==> config.mk <==
export PLATFORM = sky130hd
export DESIGN_NAME = bp_me_stream_arbiter
export DESIGN_NICKNAME = d
export VERILOG_FILES = /design/src/rtl/bp_me_stream_arbiter_pkg.sv /design/src/rtl/bsg_arb_round_robin.sv /design/src/rtl/bp_me_stream_arbiter.sv
export SDC_FILE = /design/constraint.sdc
export NUM_CORES = 1
export LEC_CHECK = 0
export BUFFER_PORTS_ARGS = -buffer_cell sky130_fd_sc_hd__clkbuf_2
export CAP_MARGIN = 20
export CORE_AREA = 2 2 160 162
export CTS_BUF_LIST = sky130_fd_sc_hd__clkbuf_4
export CTS_CLUSTER_SIZE = 40
export DETAILED_ROUTE_END_ITERATION = 12
export DIE_AREA = 0 0 162 164
export PLACE_DENSITY_LB_ADDON = 0.25
export SYNTH_ARGS = -nofsm -noshare
export SYNTH_HDL_FRONTEND = slang
export SYNTH_HIERARCHICAL = 1
export SYNTH_SLANG_ARGS = --single-unit
==> constraint.sdc <==
create_clock -name clk_i -period 2.56 [get_ports clk_i]
set_clock_uncertainty 0.15 [all_clocks]
set_input_delay 0.512 -clock clk_i [delete_from_list [all_inputs] [get_ports clk_i]]
set_output_delay 0.512 -clock clk_i [all_outputs]
set_load 0.02 [all_outputs]
==> src/rtl/bp_me_stream_arbiter_pkg.sv <==
// Widths and helpers shared by the bedrock memory stream arbiter and its
// round-robin core.
package bp_me_stream_arbiter_pkg;

   localparam int mem_msg_type_width_lp  = 4;
   localparam int mem_subop_width_lp     = 4;
   localparam int paddr_width_lp         = 40;
   localparam int mem_size_width_lp      = 3;
   localparam int mem_payload_width_lp   = 17;

   localparam int xce_mem_msg_header_width_lp = mem_msg_type_width_lp
                                              + mem_subop_width_lp
                                              + paddr_width_lp
                                              + mem_size_width_lp
                                              + mem_payload_width_lp;

   localparam int dword_width_p = 64;

   // Index of the requester that follows id, wrapping at n.
   function automatic int rr_next(input int id, input int n);
      return (id + 1 >= n) ? 0 : id + 1;
   endfunction

endpackage

==> src/rtl/bsg_arb_round_robin.sv <==
// Round-robin selector over a request vector; the priority pointer only moves
// when the caller reports a completed grant through yumi_i/yumi_id_i.
module bsg_arb_round_robin
   import bp_me_stream_arbiter_pkg::*;
#(
   parameter int width_p = 2,
   localparam int id_width_lp = $clog2(width_p)
)
(
   input  logic                   clk_i,
   input  logic                   reset_i,
   input  logic [width_p-1:0]     reqs_i,
   input  logic                   yumi_i,
   input  logic [id_width_lp-1:0] yumi_id_i,
   output logic [id_width_lp-1:0] sel_id_o
);

   logic [id_width_lp-1:0] ptr;
   logic [width_p-1:0]     rot;
   logic [id_width_lp:0]   sum;

   // With no request pending the selection rests on the pointer itself.
   always_comb begin
      rot      = width_p'({reqs_i, reqs_i} >> ptr);
      sel_id_o = ptr;
      sum      = '0;
      for (int k = width_p - 1; k >= 0; k--) begin
         if (rot[k]) begin
            sum = {1'b0, ptr} + (id_width_lp + 1)'(k);
            if (sum >= (id_width_lp + 1)'(width_p))
               sum = sum - (id_width_lp + 1)'(width_p);
            sel_id_o = sum[id_width_lp-1:0];
         end
      end
   end

   always_ff @(posedge clk_i) begin
      if (reset_i)
         ptr <= '0;
      else if (yumi_i)
         ptr <= id_width_lp'(rr_next(int'(yumi_id_i), width_p));
   end

endmodule

==> src/rtl/bp_me_stream_arbiter.sv <==
// Shares one bedrock memory stream bus among num_req_p requesters, holding the
// grant for the full length of a multi-beat message.
//
//   state    | meaning
//   e_idle   | arbitrating round-robin among valid requesters each cycle
//   e_locked | first beat of a multi-beat message sent; grant held to last
module bp_me_stream_arbiter
   import bp_me_stream_arbiter_pkg::*;
#(
   parameter int num_req_p      = 2,
   parameter int header_width_p = xce_mem_msg_header_width_lp,
   parameter int data_width_p   = dword_width_p,
   localparam int id_width_lp   = $clog2(num_req_p)
)
(
   input  logic                                clk_i,
   input  logic                                reset_i,
   input  logic [num_req_p*header_width_p-1:0] req_header_i,
   input  logic [num_req_p*data_width_p-1:0]   req_data_i,
   input  logic [num_req_p-1:0]                req_v_i,
   input  logic [num_req_p-1:0]                req_last_i,
   output logic [num_req_p-1:0]                req_ready_and_o,
   output logic [header_width_p-1:0]           mem_header_o,
   output logic [data_width_p-1:0]             mem_data_o,
   output logic                                mem_v_o,
   output logic                                mem_last_o,
   input  logic                                mem_ready_and_i,
   output logic [id_width_lp-1:0]              grant_id_o,
   output logic                                locked_o
);

   typedef enum logic {e_idle, e_locked} state_e;

   state_e                 state;
   logic [id_width_lp-1:0] lock_id;
   logic [id_width_lp-1:0] sel_id;
   logic [id_width_lp-1:0] grant;
   logic                   v_raw;
   logic                   last_raw;
   logic                   hs;
   logic                   yumi;

   bsg_arb_round_robin #(
      .width_p (num_req_p)
   ) rr (
      .clk_i     (clk_i),
      .reset_i   (reset_i),
      .reqs_i    (req_v_i),
      .yumi_i    (yumi),
      .yumi_id_i (grant),
      .sel_id_o  (sel_id)
   );

   always_comb begin
      if (reset_i)
         grant = '0;
      else if (state == e_locked)
         grant = lock_id;
      else
         grant = sel_id;
   end

   always_comb begin
      mem_header_o = '0;
      mem_data_o   = '0;
      v_raw        = 1'b0;
      last_raw     = 1'b0;
      for (int i = 0; i < num_req_p; i++) begin
         if (grant == id_width_lp'(i)) begin
            mem_header_o = req_header_i[i*header_width_p +: header_width_p];
            mem_data_o   = req_data_i[i*data_width_p +: data_width_p];
            v_raw        = req_v_i[i];
            last_raw     = req_last_i[i];
         end
      end
   end

   // The bus stays quiet during the reset cycle even if requesters are valid.
   assign mem_v_o    = v_raw & ~reset_i;
   assign mem_last_o = last_raw & mem_v_o;
   assign hs         = mem_v_o & mem_ready_and_i;
   assign yumi       = hs & last_raw;
   assign grant_id_o = grant;
   assign locked_o   = (state == e_locked);

   always_comb begin
      req_ready_and_o = '0;
      for (int i = 0; i < num_req_p; i++)
         req_ready_and_o[i] = hs & (grant == id_width_lp'(i));
   end

   always_ff @(posedge clk_i) begin
      if (reset_i) begin
         state   <= e_idle;
         lock_id <= '0;
      end else begin
         case (state)
            e_idle: begin
               if (hs & ~last_raw) begin
                  state   <= e_locked;
                  lock_id <= grant;
               end
            end
            e_locked: begin
               if (hs & last_raw)
                  state <= e_idle;
            end
            default: state <= e_idle;
         endcase
      end
   end

endmodule

==> impl_metrics.env, run 1 <==
export IMPL_path_cells="buf_6, maj3_2, mux2i_4, buf_6, buf_6, buf_6, buf_6, mux2i_4, nor3_2, buf_4"
export IMPL_grt_overflow=0
export IMPL_cts_buffers=3
export IMPL_critical_path_top_delay_family="buffers and inverters"
export IMPL_yosysSeqAreaShare_pct=3.34
export IMPL_wl_per_cell_microns=12.7
export IMPL_drc=0
export IMPL_cts_tree="yes"
export IMPL_final_area_sq_um=4780
export IMPL_multi_input_area_sq_um=1690
export IMPL_antenna_found_initial=0
export IMPL_drt_first_pass_iters=4
export IMPL_yosys_area_share_simple_pct=4.03
export IMPL_die_area_sq_um=26600
export IMPL_synth_top_family_by_area="multiplexers"
export IMPL_regArea_sq_um=60.1
export IMPL_startpoint_type="input pin"
export IMPL_synth_warnings=6
export IMPL_yosys_area_share_xor_xnor_pct=0
export IMPL_fillerInstances=2824
export IMPL_crit_path_frequent_cell="buf_6"
export IMPL_holdBufCountCts=0
export IMPL_dp_hpwl_microns=10800
export IMPL_synth_fp_nets=443
export IMPL_maxSlewViolCount=0
export IMPL_critPathCaptureType="primary output"
export IMPL_met2_length_microns=6440
export IMPL_violations="setup timing"
export IMPL_max_slew_margin_rel_pct=80.9
export IMPL_dpl_cell_area_sq_um=4450
export IMPL_grt_setup_unrepaired="true"
export IMPL_met3_wirelength_microns=1010
export IMPL_critPathArrivalTime_ns=2.02
export IMPL_die_x_microns=162
export IMPL_clockRootBuffer="clkbuf_4"
export IMPL_worst_path_max_fanout=3
export IMPL_syn_area_sq_um=1800
export IMPL_r2r_slack_ns=0.33
export IMPL_synth_fa_ha_area_share_pct=0.626
export IMPL_finalCriticalPeriod_ns=2.68
export IMPL_p_leak_nw=2.54
export IMPL_power_density_nw_per_um2=241
export IMPL_core_sq_um=24800
export IMPL_layout_common_cells="clkbuf_2 (328), mux2_2 (133), buf_2 (53)"
export IMPL_area_growth_pct=166
export IMPL_finalSetupViolCount=116
export IMPL_n_antenna_cell=0
export IMPL_wl_met1_microns=4310
export IMPL_nets=877
export IMPL_outcome="complete, but fails checks"
export IMPL_layout_commonest_cell="clkbuf_2"
export IMPL_start_util_pct=7.25
export IMPL_total_power_w=0.00115
export IMPL_wirelength_microns=11900
export IMPL_rows=58
export IMPL_place_congestion=0.772
export IMPL_die_h_microns=164
export IMPL_cpPeakStageDelay_ns=0.33
export IMPL_htree_levels=1
export IMPL_grt_max_degree=27
export IMPL_cp_num_buf_inv=6
export IMPL_cp_required_ns=1.90
export IMPL_clkLatencyLatePin_ns=0.24
export IMPL_fin_crit_sh_pct=105
export IMPL_fmax_ghz=0.373
export IMPL_ios=409
export IMPL_grt_pass1_vias=3072
export IMPL_synthMuxAreaShare_pct=85.1
export IMPL_clkTransAtPathRegs_ns=0.04
export IMPL_synth_compound_area_share_pct=1.39
export IMPL_drt_iter0_drc=39
export IMPL_grt_pass1_wl_microns=15900
export IMPL_drive_above_1_share_pct=97.7
export IMPL_avgSynthCellArea_sq_um=10.5
export IMPL_path_class="input pin to primary output"
export IMPL_worstMarginPinSlew_ns=0.284
export IMPL_clockBufferDepth=2
export IMPL_ys_types=20
export IMPL_ant_nets=0
export IMPL_setup_ws_ns=-0.124
export IMPL_io_buffer_count=408
export IMPL_hold_class="flop to flop"
export IMPL_num_vias=3086
export IMPL_synth_cells=172
export IMPL_cap_viol_max_count=0
export IMPL_cpMaxStageDelayCell="maj3_2"
export IMPL_synth_seq_cells=3
export IMPL_cts_sinks=3
export IMPL_hold_viol_final=0
export IMPL_viasPerCell=3.30
export IMPL_track_usage_pct=7.80
export IMPL_ir_drop_v=0.0000764
export IMPL_setup_tns_ns=-9.42
export IMPL_top_layer="met4"
==> synthesized netlist by cell type <==
cell type	number	share of area, %
mux2_2	133	83
a32o_1	1	0.56
dfxtp_1	3	3.3
buf_4	7	2.9
mux2i_1	2	1.1
mux2i_2	1	0.76
inv_1	2	0.42
nor2_1	4	0.83
a211oi_1	2	0.83
nand2_1	1	0.21
nor2_2	1	0.35
nor3_1	1	0.28
nand2b_1	1	0.35
and3b_1	1	0.49
and4_1	1	0.49
nor2b_1	1	0.35
clkbuf_1	1	0.21
and4bb_2	1	0.70
maj3_2	1	0.63
buf_2	7	1.9
==> logic make-up (layout without fill, tap and decap cells) <==
group                    Yosys count  in the layout
multiplexers                     136            136
buffers and inverters             17            450
flip-flops                         3              3
adder cells (fa/ha/maj)            1              1
AO/OA/AOI/OAI                      3              3
AND/OR/NAND/NOR                   12             12
==> metrics by stage <==
stage / worst slack [ns] / hold slack, ns / utilization [%] / cells
5_1_grt: -0.211 / 0.412 / 19.3 / 935
2_1_floorplan: 0.0195 / 0.324 / - / 172
3_5_place_dp: -0.248 / 0.347 / 17.9 / 922
3_3_place_gp: -0.201 / 0.347 / 17.9 / 922
6_report: -0.124 / 0.350 / 19.3 / 935
4_1_cts: -0.157 / 0.351 / 18.4 / 930
==> final timing paths <==
check,from,depth (start not counted),endpoint
min reg2reg,rr/ptr,2,rr/ptr
min,rr/ptr,2,rr/ptr
max reg2reg,rr/ptr,9,flop
max,req_v_i[1],10,mem_last_o
==> report_power, final <==
group          internal [W]  total [W]  switching (W)
logic              0.000526    0.00101       0.000480
clock network     0.0000691  0.0000954      0.0000263
registers         0.0000495  0.0000526     0.00000312
==> routing by layer <==
metal	vias up	track usage (%)
met5	-	0
met4	0	1.61
met3	8	2.32
met2	173	14.8
met1	1384	8.56
li1	1521	-
==> worst min-delay path: stages, from the launching register on <==
cell and delay (ns):
dfxtp_1 0.30, nor2_1 0.10, a211oi_1 0.05
==> final cells by class <==
type	instances	area share (%)
timing repair buffer	444	53.9
multi-input combinational	152	35.4
tap	330	8.63
sequential	3	1.26
clock buffer	4	0.628
inverter	2	0.157
==> what timing repair did <==
item	in CTS	in global routing
gates cloned	1	0
setup endpoints to repair	134	136
pin swaps	0	6
setup buffers	3	8
gates resized for setup	8	137
No activity file was read; power rests on OpenSTA's default activity.
==> inputs of run 2 (changes only) <==
- CORE_AREA: 2 2 160 162 -> 2 2 158 160
- DIE_AREA: 0 0 162 164 -> 0 0 160 162
- clock period: 2.56 -> 3.3 ns (I/O delays scaled with it)
==> impl_metrics.env, run 2 (synthesis gave the netlist of run 1 again) <==
export IMPL_outcome="completed"
export IMPL_drt_first_pass_iters=4
export IMPL_swShare_pct=46.9
export IMPL_startpoint_type="input pin"
export IMPL_final_area_sq_um=4230
export IMPL_drc=0
export IMPL_intPower_w=0.000424
export IMPL_cp_required_ns=2.49
export IMPL_die_area_sq_um=25900
export IMPL_cts_buffers=3
export IMPL_hold_viol_final=0
export IMPL_power_share_clock_pct=9.0
export IMPL_clockRootBuffer="clkbuf_4"
export IMPL_worst_path_max_fanout=67
export IMPL_start_util_pct=7.46
export IMPL_clockBufferDepth=2
export IMPL_worstMarginPinSlew_ns=0.365
export IMPL_rows=57
export IMPL_htree_levels=1
export IMPL_grt_max_degree=68
export IMPL_core_sq_um=24100
export IMPL_cts_resized=0
export IMPL_holdBufCountCts=0
export IMPL_drt_iter0_drc=44
export IMPL_clkTransAtPathRegs_ns=0.04
export IMPL_wirelength_microns=11100
export IMPL_path_class="input pin to primary output"
export IMPL_area_growth_pct=135
export IMPL_critPathArrivalTime_ns=2.37
export IMPL_p_switching_w=0.000374
export IMPL_postCtsSetupRepairBufs=0
export IMPL_cts_sinks=3
export IMPL_pwr_share_seq_pct=5.1
export IMPL_setup_ws_ns=0.117
export IMPL_die_h_microns=162
export IMPL_max_slew_margin_rel_pct=75.6
export IMPL_p_leak_nw=2.30
export IMPL_finalSetupViolCount=0
export IMPL_layout_common_cells="clkbuf_2 (408), mux2_2 (133), nor2_1 (4), clkbuf_4 (4), dfxtp_1 (3)"
export IMPL_ir_drop_v=0.0000744
export IMPL_fin_crit_sh_pct=96.5
export IMPL_grt_pass1_vias=2785
export IMPL_power_density_nw_per_um2=188
export IMPL_place_congestion=0.790
export IMPL_io_buffer_count=408
export IMPL_finalCriticalPeriod_ns=3.18
export IMPL_wl_per_cell_microns=12.4
export IMPL_clkLatencyLatePin_ns=0.23
export IMPL_maxSlewViolCount=0
export IMPL_fmax_ghz=0.314
export IMPL_num_vias=2923
export IMPL_cap_viol_max_count=0
export IMPL_layout_commonest_cell="clkbuf_2"
export IMPL_dpl_cell_area_sq_um=4200
export IMPL_track_usage_pct=7.58
export IMPL_cts_tree="yes"
export IMPL_grt_setup_unrepaired="false"
export IMPL_ant_nets=0
export IMPL_fillerInstances=2763
export IMPL_die_x_microns=160
export IMPL_hold_class="flop to flop"
export IMPL_antenna_found_initial=3
export IMPL_dp_hpwl_microns=10200
export IMPL_setup_tns_ns=0
export IMPL_ios=409
export IMPL_post_place_ws_ns=0.116
export IMPL_nets=843
export IMPL_critPathCaptureType="primary output"
export IMPL_grt_pass1_wl_microns=15400
export IMPL_viasPerCell=3.26
export IMPL_combPwrFrac_pct=85.9
export IMPL_drive_above_1_share_pct=96.5
export IMPL_grt_overflow=0
==> run 2: changes by cell type in the layout (fill, tap and decap cells not counted), sizes merged <==
cell / previous run / this run
clkbuf: 335 / 412
diode: 0 / 1
buf: 113 / 2
==> run 2: final timing paths <==
check / from / end / slack (ns) / depth (start not counted)
worst max-delay path: req_v_i[0] / mem_header_o[21] / 0.12 / 8
worst min-delay path: rr/ptr / rr/ptr / 0.35 / 2
worst max register to register: rr/ptr / flop / 1.27 / 5
worst min register to register: rr/ptr / rr/ptr / 0.35 / 2
==> run 2: layout make-up <==
class / count / area [sq um] / area share [%]
Antenna cell: 1 / 2.50 / 0.0591
Clock buffer: 4 / 30.0 / 0.709
Inverter: 2 / 7.51 / 0.177
Multi-Input combinational cell: 152 / 1650 / 38.9
Sequential cell: 3 / 60.1 / 1.42
Tap cell: 324 / 405 / 9.58
Timing Repair Buffer: 410 / 2080 / 49.2
==> run 2: layer usage <==
layer | up-vias | track usage (%) | part of all wire (%) | routed length (microns)
met5 | - | 0 | 0 | 0
met2 | 217 | 15.2 | 54 | 6010
met3 | 8 | 1.38 | 8.7 | 960
met1 | 1246 | 8.19 | 36 | 4020
li1 | 1452 | - | - | -
met4 | 0 | 1.72 | 0.92 | 102
==> run 2: critical path: stages <==
cell and delay, ns:
clkbuf_2 0.10, inv_1 0.06, maj3_2 0.21, mux2i_2 0.12, nor2_4 0.26, buf_12 0.33
mux2_2 0.40, clkbuf_2 0.16
==> run 2: power by group through the flow <==
stage	Sequential (W)	Clock (W)	Combinational (W)
3_3_place_gp	0.0000411	0	0.000694
4_1_cts	0.0000406	0.0000765	0.000694
2_1_floorplan	0.0000416	0	0.000388
6_report	0.0000405	0.0000717	0.000685
5_1_grt	0.0000407	0.0000781	0.000730
3_5_place_dp	0.0000411	0	0.000691
==> run 2: stage by stage <==
stage | utilization [%] | instances | hold slack (ns) | power (W)
after global placement | 17.4 | 891 | 0.378 | 0.000735
after floorplan | - | 172 | 0.324 | 0.000430
final | 17.6 | 896 | 0.354 | 0.000797
after detailed placement | 17.4 | 891 | 0.352 | 0.000732
after CTS | 17.5 | 895 | 0.354 | 0.000811
after global routing | 17.6 | 896 | 0.376 | 0.000849
==> inputs of run 3 (changes only) <==
- ABC_AREA: default -> 1
- CORE_AREA: 2 2 158 160 -> 2 2 160 162
- DIE_AREA: 0 0 160 162 -> 0 0 162 164
==> impl_metrics.env, run 3 <==
export IMPL_syn_area_sq_um=1900
export IMPL_dp_cells=1187
export IMPL_hold_class="flop to flop"
export IMPL_synth_commonest_cells="nand2_1 (410), buf_2 (14), nor2_1 (9), buf_6 (8), inv_1 (7)"
export IMPL_core_sq_um=24800
export IMPL_ir_drop_v=0.0000733
export IMPL_drc=0
export IMPL_holdBufCountCts=0
export IMPL_clockRootBuffer="clkbuf_4"
export IMPL_synth_seq_cells=3
export IMPL_path_class="input pin to primary output"
export IMPL_worst_path_max_fanout=88
export IMPL_grt_pass1_vias=3793
export IMPL_track_usage_pct=9.17
export IMPL_synth_warnings=6
export IMPL_layout_common_cells="nand2_1 (410), clkbuf_2 (408), nor2_1 (9)"
export IMPL_cp_required_ns=2.49
export IMPL_grt_setup_unrepaired="false"
export IMPL_io_buffer_count=408
export IMPL_setup_tns_ns=0
export IMPL_yosysSeqAreaShare_pct=3.16
export IMPL_postCtsSetupRepairBufs=0
export IMPL_drive_above_1_share_pct=49.2
export IMPL_drt_first_pass_iters=4
export IMPL_clockBufferDepth=2
export IMPL_viasPerCell=3.42
export IMPL_worstMarginPinSlew_ns=0.405
export IMPL_place_congestion=0.781
export IMPL_die_h_microns=164
export IMPL_layout_commonest_cell="nand2_1"
export IMPL_ys_flop_type="dfxtp_1"
export IMPL_cts_buffers=3
export IMPL_wl_per_cell_microns=11.3
export IMPL_ant_nets=0
export IMPL_clkLatencyLatePin_ns=0.23
export IMPL_avgSynthCellArea_sq_um=4.06
export IMPL_dp_hpwl_microns=11900
export IMPL_ios=409
export IMPL_cts_resized=0
export IMPL_fin_crit_sh_pct=89.3
export IMPL_max_slew_margin_rel_pct=73.0
export IMPL_grt_max_degree=89
export IMPL_yosysMostFrequentCell="nand2_1"
export IMPL_cpPeakStageDelay_ns=0.31
export IMPL_num_vias=4077
export IMPL_p_leak_nw=3.04
export IMPL_finalSetupViolCount=0
export IMPL_post_place_ws_ns=0.355
export IMPL_regArea_sq_um=60.1
export IMPL_netlist_area_leader_share_pct=80.9
export IMPL_synth_edf_count=0
export IMPL_synth_largest_area_cell="nand2_1"
export IMPL_final_cells=1192
export IMPL_antenna_found_initial=1
export IMPL_cap_viol_max_count=0
export IMPL_critPathArrivalTime_ns=2.14
export IMPL_synth_cells=468
export IMPL_die_area_sq_um=26600
export IMPL_die_x_microns=162
export IMPL_grt_overflow=0
export IMPL_fillerInstances=2992
export IMPL_htree_levels=1
export IMPL_nets=1133
export IMPL_critPathCaptureType="primary output"
export IMPL_power_density_nw_per_um2=217
export IMPL_finalCriticalPeriod_ns=2.95
export IMPL_grt_pass1_wl_microns=19100
export IMPL_area_growth_pct=128
export IMPL_startpoint_type="input pin"
export IMPL_cts_sinks=3
export IMPL_multi_input_area_sq_um=1630
export IMPL_synthTopCellsByArea="nand2_1 (81%), buf_6 (4.7%), buf_2 (3.7%)"
export IMPL_cts_tree="yes"
export IMPL_async_flop_share_pct=0
export IMPL_drt_iter0_drc=77
export IMPL_synth_fp_nets=739
export IMPL_ys_types=15
export IMPL_path_cells="clkbuf_2, nor2_1, a21oi_1, inv_1, nand2_1, nand3_4, buf_12, nand2_1, and2_1, inv_1, nand2_1, inv_1, clkbuf_2"
export IMPL_rows=58
export IMPL_clkTransAtPathRegs_ns=0.04
export IMPL_setup_ws_ns=0.353
export IMPL_cpMaxStageDelayCell="buf_12"
export IMPL_outcome="completed"
export IMPL_start_util_pct=7.66
export IMPL_maxSlewViolCount=0
export IMPL_fmax_ghz=0.339
export IMPL_hold_viol_final=0
export IMPL_wirelength_microns=13500
[run 3: where the power goes]
part           total (W)  leakage (nW)  switching, W  internal [W]
registers      0.0000405        0.0244    0.00000213     0.0000384
clock network  0.0000728        0.0184     0.0000193     0.0000535
logic           0.000828          3.00      0.000511      0.000317
total           0.000942          3.04      0.000533      0.000409
[run 3: final timing paths]
| kind | startpoint | endpoint | slack (ns) | cells past startpoint |
|---|---|---|---|---|
| setup reg to reg | rr/ptr | rr/ptr | 1.28 | 12 |
| hold / removal | lock_id | lock_id | 0.36 | 2 |
| hold reg to reg | lock_id | lock_id | 0.36 | 2 |
| setup / recovery | req_v_i[1] | mem_last_o | 0.35 | 13 |
[run 3: logic make-up after synthesis]
family,Yosys count,synth area share [%]
AO/OA/AOI/OAI,2,0.526
flip-flops,3,3.16
buffers and inverters,37,11.4
AND/OR/NAND/NOR,426,84.9
[run 3: per-stage QoR]
| step | hold WS [ns] | total power [W] | util, % | cell area [sq um] |
|---|---|---|---|---|
| after floorplan | 0.328 | 0.000500 | - | 1900 |
| after global placement | 0.352 | 0.000888 | 17.3 | 4300 |
| after detailed placement | 0.351 | 0.000881 | 17.3 | 4300 |
| after CTS | 0.356 | 0.000961 | 17.5 | 4330 |
| after global routing | 0.380 | 0.00103 | 17.5 | 4330 |
| final | 0.356 | 0.000942 | 17.5 | 4330 |
[run 3: worst max-delay path, delay by kind of cell]
| kind | cells | cell delay, ns |
|---|---|---|
| buf+inv | 6 | 0.73 |
| simple gates | 6 | 0.61 |
| compound gates | 1 | 0.07 |
[run 3: cell type report]
class | count | area share (%)
multi-input combinational | 428 | 37.7
inverter | 9 | 0.837
sequential | 3 | 1.39
clock buffer | 4 | 0.693
tap | 330 | 9.53
antenna | 1 | 0.0577
timing repair buffer | 417 | 49.8
[run 3: layer usage]
metal,up-vias,global-route usage (%),part of all wire [%]
li1,2164,-,-
met1,1666,9.25,36
met2,243,19.5,55
met3,4,2.35,8.8
met4,0,0.362,0.052
met5,-,0,0
